[src/rtl/csr_ctrl.sv]
// csr_ctrl: machine-mode CSR file and update sequencer.
// Serialises Zicsr instructions, trap entry and mret onto one write port,
// runs mcycle, samples interrupt lines and publishes all registers.

package csr_ctrl_pkg;

    localparam logic [11:0] CSR_MSTATUS  = 12'h300;
    localparam logic [11:0] CSR_MIE      = 12'h304;
    localparam logic [11:0] CSR_MTVEC    = 12'h305;
    localparam logic [11:0] CSR_MSCRATCH = 12'h340;
    localparam logic [11:0] CSR_MEPC     = 12'h341;
    localparam logic [11:0] CSR_MCAUSE   = 12'h342;
    localparam logic [11:0] CSR_MTVAL    = 12'h343;
    localparam logic [11:0] CSR_MIP      = 12'h344;
    localparam logic [11:0] CSR_SATP     = 12'h180;
    localparam logic [11:0] CSR_MCYCLE   = 12'hB00;
    localparam logic [11:0] CSR_MHARTID  = 12'hF14;

    // Only MPP[12:11], MPIE[7] and MIE[3] exist in mstatus.
    localparam logic [63:0] MSTATUS_WMASK = 64'h0000_0000_0000_1888;

    typedef struct packed {
        logic [63:0] mstatus;
        logic [63:0] mie;
        logic [63:0] mtvec;
        logic [63:0] mscratch;
        logic [63:0] mepc;
        logic [63:0] mcause;
        logic [63:0] mtval;
        logic [63:0] mip;
        logic [63:0] mcycle;
        logic [63:0] mhartid;
        logic [63:0] satp;
    } csr_pack;

    // Read a register by address; bit 64 flags an unimplemented address (value 0).
    function automatic logic [64:0] csr_lookup(input csr_pack regs, input logic [11:0] addr);
        logic [64:0] r;
        r = {1'b1, 64'd0};
        case (addr)
            CSR_MSTATUS:  r = {1'b0, regs.mstatus};
            CSR_MIE:      r = {1'b0, regs.mie};
            CSR_MTVEC:    r = {1'b0, regs.mtvec};
            CSR_MSCRATCH: r = {1'b0, regs.mscratch};
            CSR_MEPC:     r = {1'b0, regs.mepc};
            CSR_MCAUSE:   r = {1'b0, regs.mcause};
            CSR_MTVAL:    r = {1'b0, regs.mtval};
            CSR_MIP:      r = {1'b0, regs.mip};
            CSR_SATP:     r = {1'b0, regs.satp};
            CSR_MCYCLE:   r = {1'b0, regs.mcycle};
            CSR_MHARTID:  r = {1'b0, regs.mhartid};
            default:      r = {1'b1, 64'd0};
        endcase
        return r;
    endfunction

    // Zicsr read-modify-write: 01 RW, 10 RS, 11 RC.
    function automatic logic [63:0] csr_modify(input logic [1:0] op, input logic [63:0] old,
                                               input logic [63:0] wdata);
        logic [63:0] r;
        case (op)
            2'b01:   r = wdata;
            2'b10:   r = old | wdata;
            2'b11:   r = old & ~wdata;
            default: r = old;
        endcase
        return r;
    endfunction

endpackage

module csr_ctrl
    import csr_ctrl_pkg::*;
#(
    parameter logic [63:0] HARTID = 64'd0
) (
    input  logic        clk,
    input  logic        reset,
    output logic        ready,
    input  logic        req_valid,
    input  logic [1:0]  req_op,
    input  logic [11:0] req_addr,
    input  logic [63:0] req_wdata,
    output logic        resp_valid,
    output logic [63:0] resp_rdata,
    output logic        resp_illegal,
    input  logic        trap_valid,
    input  logic [63:0] trap_cause,
    input  logic [63:0] trap_pc,
    input  logic [63:0] trap_tval,
    input  logic        mret_valid,
    input  logic        irq_mtip,
    input  logic        irq_msip,
    input  logic        irq_meip,
    output logic        redirect_valid,
    output logic [63:0] redirect_pc,
    output logic        irq_pending,
    output csr_pack     csr
);

    typedef enum logic [1:0] {
        IDLE    = 2'd0,
        CSR_WB  = 2'd1,
        TRAP_WB = 2'd2,
        MRET_WB = 2'd3
    } state_t;

    state_t      state_q, state_d;
    csr_pack     csr_q, csr_d;
    logic [1:0]  op_q, op_d;
    logic [11:0] addr_q, addr_d;
    logic [63:0] wdata_q, wdata_d;     // CSR wdata, or trap cause
    logic [63:0] old_q, old_d;         // CSR old value, or trap pc
    logic [63:0] tval_q, tval_d;
    logic [63:0] tgt_q, tgt_d;         // redirect target for TRAP_WB / MRET_WB
    logic        illegal_q, illegal_d;
    logic [64:0] lookup_s;
    logic [63:0] wr_s;

    // Next-state, capture and register-update logic.
    always_comb begin
        state_d   = state_q;
        csr_d     = csr_q;
        op_d      = op_q;
        addr_d    = addr_q;
        wdata_d   = wdata_q;
        old_d     = old_q;
        tval_d    = tval_q;
        tgt_d     = tgt_q;
        illegal_d = illegal_q;
        lookup_s  = csr_lookup(csr_q, req_addr);
        wr_s      = csr_modify(op_q, old_q, wdata_q);

        csr_d.mcycle = csr_q.mcycle + 64'd1;
        csr_d.mip    = {52'd0, irq_meip, 3'd0, irq_mtip, 3'd0, irq_msip, 3'd0};

        case (state_q)
            IDLE: begin
                if (trap_valid) begin
                    wdata_d = trap_cause;
                    old_d   = trap_pc;
                    tval_d  = trap_tval;
                    if ((csr_q.mtvec[1:0] == 2'b01) && trap_cause[63]) begin
                        tgt_d = {csr_q.mtvec[63:2], 2'b00} + {56'd0, trap_cause[5:0], 2'b00};
                    end else begin
                        tgt_d = {csr_q.mtvec[63:2], 2'b00};
                    end
                    state_d = TRAP_WB;
                end else if (mret_valid) begin
                    tgt_d   = csr_q.mepc;
                    state_d = MRET_WB;
                end else if (req_valid && (req_op != 2'b00)) begin
                    op_d      = req_op;
                    addr_d    = req_addr;
                    wdata_d   = req_wdata;
                    old_d     = lookup_s[63:0];
                    illegal_d = lookup_s[64];
                    state_d   = CSR_WB;
                end else begin
                    state_d = IDLE;
                end
            end
            CSR_WB: begin
                if (!illegal_q) begin
                    case (addr_q)
                        CSR_MSTATUS:  csr_d.mstatus  = wr_s & MSTATUS_WMASK;
                        CSR_MIE:      csr_d.mie      = wr_s;
                        CSR_MTVEC:    csr_d.mtvec    = wr_s;
                        CSR_MSCRATCH: csr_d.mscratch = wr_s;
                        CSR_MEPC:     csr_d.mepc     = {wr_s[63:2], 2'b00};
                        CSR_MCAUSE:   csr_d.mcause   = wr_s;
                        CSR_MTVAL:    csr_d.mtval    = wr_s;
                        CSR_SATP:     csr_d.satp     = wr_s;
                        CSR_MCYCLE:   csr_d.mcycle   = wr_s;
                        default:      csr_d.satp     = csr_q.satp;  // mip, mhartid: read-only
                    endcase
                end else begin
                    csr_d.satp = csr_q.satp;
                end
                state_d = IDLE;
            end
            TRAP_WB: begin
                csr_d.mepc    = {old_q[63:2], 2'b00};
                csr_d.mcause  = wdata_q;
                csr_d.mtval   = tval_q;
                csr_d.mstatus = {51'd0, 2'b11, 3'd0, csr_q.mstatus[3], 3'd0, 1'b0, 3'd0};
                state_d       = IDLE;
            end
            MRET_WB: begin
                csr_d.mstatus = {51'd0, 2'b00, 3'd0, 1'b1, 3'd0, csr_q.mstatus[7], 3'd0};
                state_d       = IDLE;
            end
            default: begin
                state_d = IDLE;
            end
        endcase
    end

    // State and register file flops with synchronous reset.
    always_ff @(posedge clk) begin
        if (reset) begin
            state_q       <= IDLE;
            csr_q         <= '0;
            csr_q.mhartid <= HARTID;
            op_q          <= 2'b00;
            addr_q        <= 12'd0;
            wdata_q       <= 64'd0;
            old_q         <= 64'd0;
            tval_q        <= 64'd0;
            tgt_q         <= 64'd0;
            illegal_q     <= 1'b0;
        end else begin
            state_q   <= state_d;
            csr_q     <= csr_d;
            op_q      <= op_d;
            addr_q    <= addr_d;
            wdata_q   <= wdata_d;
            old_q     <= old_d;
            tval_q    <= tval_d;
            tgt_q     <= tgt_d;
            illegal_q <= illegal_d;
        end
    end

    // Strobes come from the registered state and are masked while reset is high.
    always_comb begin
        ready          = (state_q == IDLE) && !reset;
        resp_valid     = (state_q == CSR_WB) && !reset;
        redirect_valid = ((state_q == TRAP_WB) || (state_q == MRET_WB)) && !reset;
        if (resp_valid) begin
            resp_rdata   = old_q;
            resp_illegal = illegal_q;
        end else begin
            resp_rdata   = 64'd0;
            resp_illegal = 1'b0;
        end
        if (redirect_valid) begin
            redirect_pc = tgt_q;
        end else begin
            redirect_pc = 64'd0;
        end
        irq_pending = csr_q.mstatus[3] && (|(csr_q.mip & csr_q.mie));
        csr         = csr_q;
    end

endmodule

[config.mk]
export PLATFORM = sky130hd
export DESIGN_NAME = csr_ctrl
export DESIGN_NICKNAME = d
export VERILOG_FILES = /design/src/rtl/csr_ctrl.sv
export SDC_FILE = /design/constraint.sdc
export NUM_CORES = 2
export LEC_CHECK = 0
export ABC_CLOCK_PERIOD_IN_PS = 2600
export CAP_MARGIN = 15
export CORE_AREA = 2 2 436 438
export DETAILED_ROUTE_END_ITERATION = 7
export DIE_AREA = 0 0 438 440
export PLACE_DENSITY = 0.41
export SETUP_SLACK_MARGIN = 0.5
export SYNTH_ARGS = -nofsm -noshare
export SYNTH_HDL_FRONTEND = slang
export SYNTH_SLANG_ARGS = --single-unit
[constraint.sdc]
create_clock -name clk -period 2.6 [get_ports clk]
set_clock_uncertainty 0.15 [all_clocks]
set_input_delay 0.39 -clock clk [delete_from_list [all_inputs] [get_ports clk]]
set_output_delay 0.39 -clock clk [all_outputs]
set_load 0.02 [all_outputs]
==> out/qor.yml <==
status: "finished, violations left"
violations: "negative setup slack"
regArea_mm2: 0.0160
finalWorstSetupSlack_ns: -0.322
ys.flop_type: "dfxtp_1"
area.growth.synth_to_final_pct: 65.0
dpl-instance-area_mm2: 0.0574
cp.arrival_ns: 2.38
numCtsBuffers: 101
crit_path_end_kind: "output port"
ys_seq_elements: 789
r2r_start: "addr_q[10]"
drive_gt1_share_pct: 28.4
setup_violations: 274
total_power_uw: 37200
synth_cells: 5164
start_util_pct: 21.5
synth_top_area_cell: "dfxtp_1"
nets: 6823
cts_tree: "yes"
p_clk_share_pct: 40.7
drc: 0
first_pass_iters: 6
cts.path.max_buffers: 3
design.die.area_mm2: 0.193
synth_edf_count: 0
grt_max_degree: 174
crit_path_max_fanout: 14
num-fill-cells: 19500
swShare_pct: 32.3
criticalPathCategory: "reg -> out"
p_switching_uw: 12000
grt_pass1_wl_um: 364000
p_leak_uw: 0.0246
portBuffers: 927
max-vdd-ir-drop_v: 0.000469
clkTransAtPathRegs_ns: 0.06
p_per_area_mw_per_mm2: 556
tightest_slew_ns: 1.34
netlist.area_leader.share_pct: 39.0
wl_per_cell_um: 31.5
dp_hpwl_um: 201000
clockRootBuffer: "clkbuf_16"
combPwrFrac_pct: 22.3
critPathRequiredTime_ns: 2.06
hold_start: "trap_tval[41]"
rsz0062_at_grt: "true"
clock-sinks: 789
fp.dieH_um: 440
synth.cell_area_mm2: 0.0405
slew_viol_final: 0
cts.htree.levels: 3
tns_ns: -38.36
core_area_mm2: 0.189
drv_cap: 0
place.gp.congestion: 0.870
fin_area_mm2: 0.0669
multi_input_area_mm2: 0.0251
yosysUniqueCellTypes: 79
synthTopCellsByArea: "dfxtp_1 (39%), a21oi_1 (8.4%), a211oi_1 (7.8%)"
critPathLaunch: "state_q[1]"
yosys_warnings: 0
grt_pass1_vias: 43100
yosysSeqAreaShare_pct: 39.0
slew_headroom_pct: 10.8
chipWidth_um: 438
seqPwrFrac_pct: 37.0
wl_um: 288000
num_io_pins: 1115
async_reset_ff_share_pct: 0
clkLatencyLatePin_ns: 0.80
hold_viol: 0
synth_commonest_cells: "dfxtp_1 (789), nand2_1 (777), a21oi_1 (681)"
num_vias: 46900
viasPerCell: 5.14
grt_use_total_pct: 26.7
antenna_left: 0
internal_power_uw: 25200
syn_avg_cell_area_um2: 7.85
grt_overflow: 0
dr.first_iter.drc_count: 4791
clock.fmax_ghz: 0.342
fin_crit_sh_pct: 112
rows: 160
period_minus_slack_ns: 2.92
cp-start-kind: "register"
hp-class: "in -> reg"
antenna_found_initial: 15
yosysMostFrequentCell: "dfxtp_1"
-- critical path, stage by stage, from the launching register on --
cell     delay, ns
dfxtp_4       0.40
inv_4         0.05
ha_4          0.15
nor2b_4       0.14
buf_12        0.15
buf_16        0.16
buf_4         0.16
and2_2        0.20
buf_6         0.13
-- cell usage in the layout, fill, tap and decap left out, types with 42 or more instances in the layout --
cell and instances:
nor2_2 43, nand2_4 42, o22ai_1 75, nand2_1 712, nand3_1 46, a211oi_1 249
o21ai_0 58, clkbuf_16 138, buf_12 169, nor3b_1 44, xnor2_1 49, nor3_1 45
nor2_1 381, dfxtp_2 76, nor2b_1 67, a221oi_1 48, clkdlybuf4s50_1 717, conb_1 187
dfxtp_1 681, a211oi_2 175, dlygate4sd3_1 55, and2_4 120, and2_1 66, nand3b_1 52
buf_4 465, buf_6 172, nand4_1 43, a21oi_2 57, a21oi_1 623, xor2_1 57
mux2i_1 127
-- cell type report --
class                   count  area share (%)
multi-input cells        3885            37.6
well taps                2511            4.70
clock buffers             150            4.37
repair buffers           1720            28.3
diodes                      8          0.0299
clock inverters            34           0.836
inverters                  36           0.213
flip-flops and latches    789            23.9
-- power by group through the flow --
stage / Sequential, µW / Clock [µW] / Combinational [µW]
3_5_place_dp: 13900 / 0 / 6820
5_1_grt: 13800 / 15800 / 8720
4_1_cts: 13700 / 15400 / 7170
6_report: 13800 / 15200 / 8290
3_3_place_gp: 13900 / 0 / 6780
2_1_floorplan: 13900 / 0 / 3260
-- cell families after synthesis --
kind of cell / after synthesis / share of synthesized area [%]
AO/OA/AOI/OAI: 1521 / 23.8
XOR/XNOR: 106 / 2.29
adder cells (fa/ha/maj): 12 / 0.389
buffers and inverters: 676 / 8.24
flip-flops: 789 / 39.0
multiplexers: 164 / 4.16
other: 1 / 0.00925
AND/OR/NAND/NOR: 1895 / 22.1
-- state kept, by name (all words and copies together), names as in the netlist --
register   count
addr_q        12
csr          517
illegal_q      1
old_q         64
op_q           2
state_q        2
tgt_q         63
tval_q        64
wdata_q       64
-- through the flow --
step | cells | worst slack [ns] | hold slack [ns] | util (%)
finish | 9133 | -0.322 | 0.0475 | 35.5
global route | 9129 | -0.373 | 0.0473 | 35.5
CTS | 8990 | -0.387 | 0.00335 | 33.3
detailed placement | 8693 | -0.652 | 0.297 | 30.5
global placement | 8693 | -0.624 | 0.291 | 30.5
floorplan | 5350 | 0.139 | 0.277 | -
-- path summary, 6_finish.rpt --
path | slack (ns) | depth (start not counted) | endpoint
worst max-delay path | -0.32 | 8 | resp_rdata[28]
worst min-delay path | 0.05 | 3 | tval_q[41]
worst max register to register | -0.18 | 9 | csr[514]
worst min register to register | 0.31 | 2 | tval_q[23]
-- layer usage --
layer	global-route usage [%]	routed length, µm	vias to the layer above
met5	0	27	-
met4	11.8	14500	4
met3	4.50	20100	441
met2	44.3	134000	2147
met1	33.9	119000	23500
li1	-	-	20800
-- what timing repair did --
action	4_1_cts	5_1_grt
hold endpoints to repair	87	0
cloned	12	44
pin swaps	27	192
endpoints found under the setup margin	1247	1354
gates resized for setup	1019	565
setup buffers	46	91
hold buffers	55	0
No activity file was read; power rests on OpenSTA's default activity.
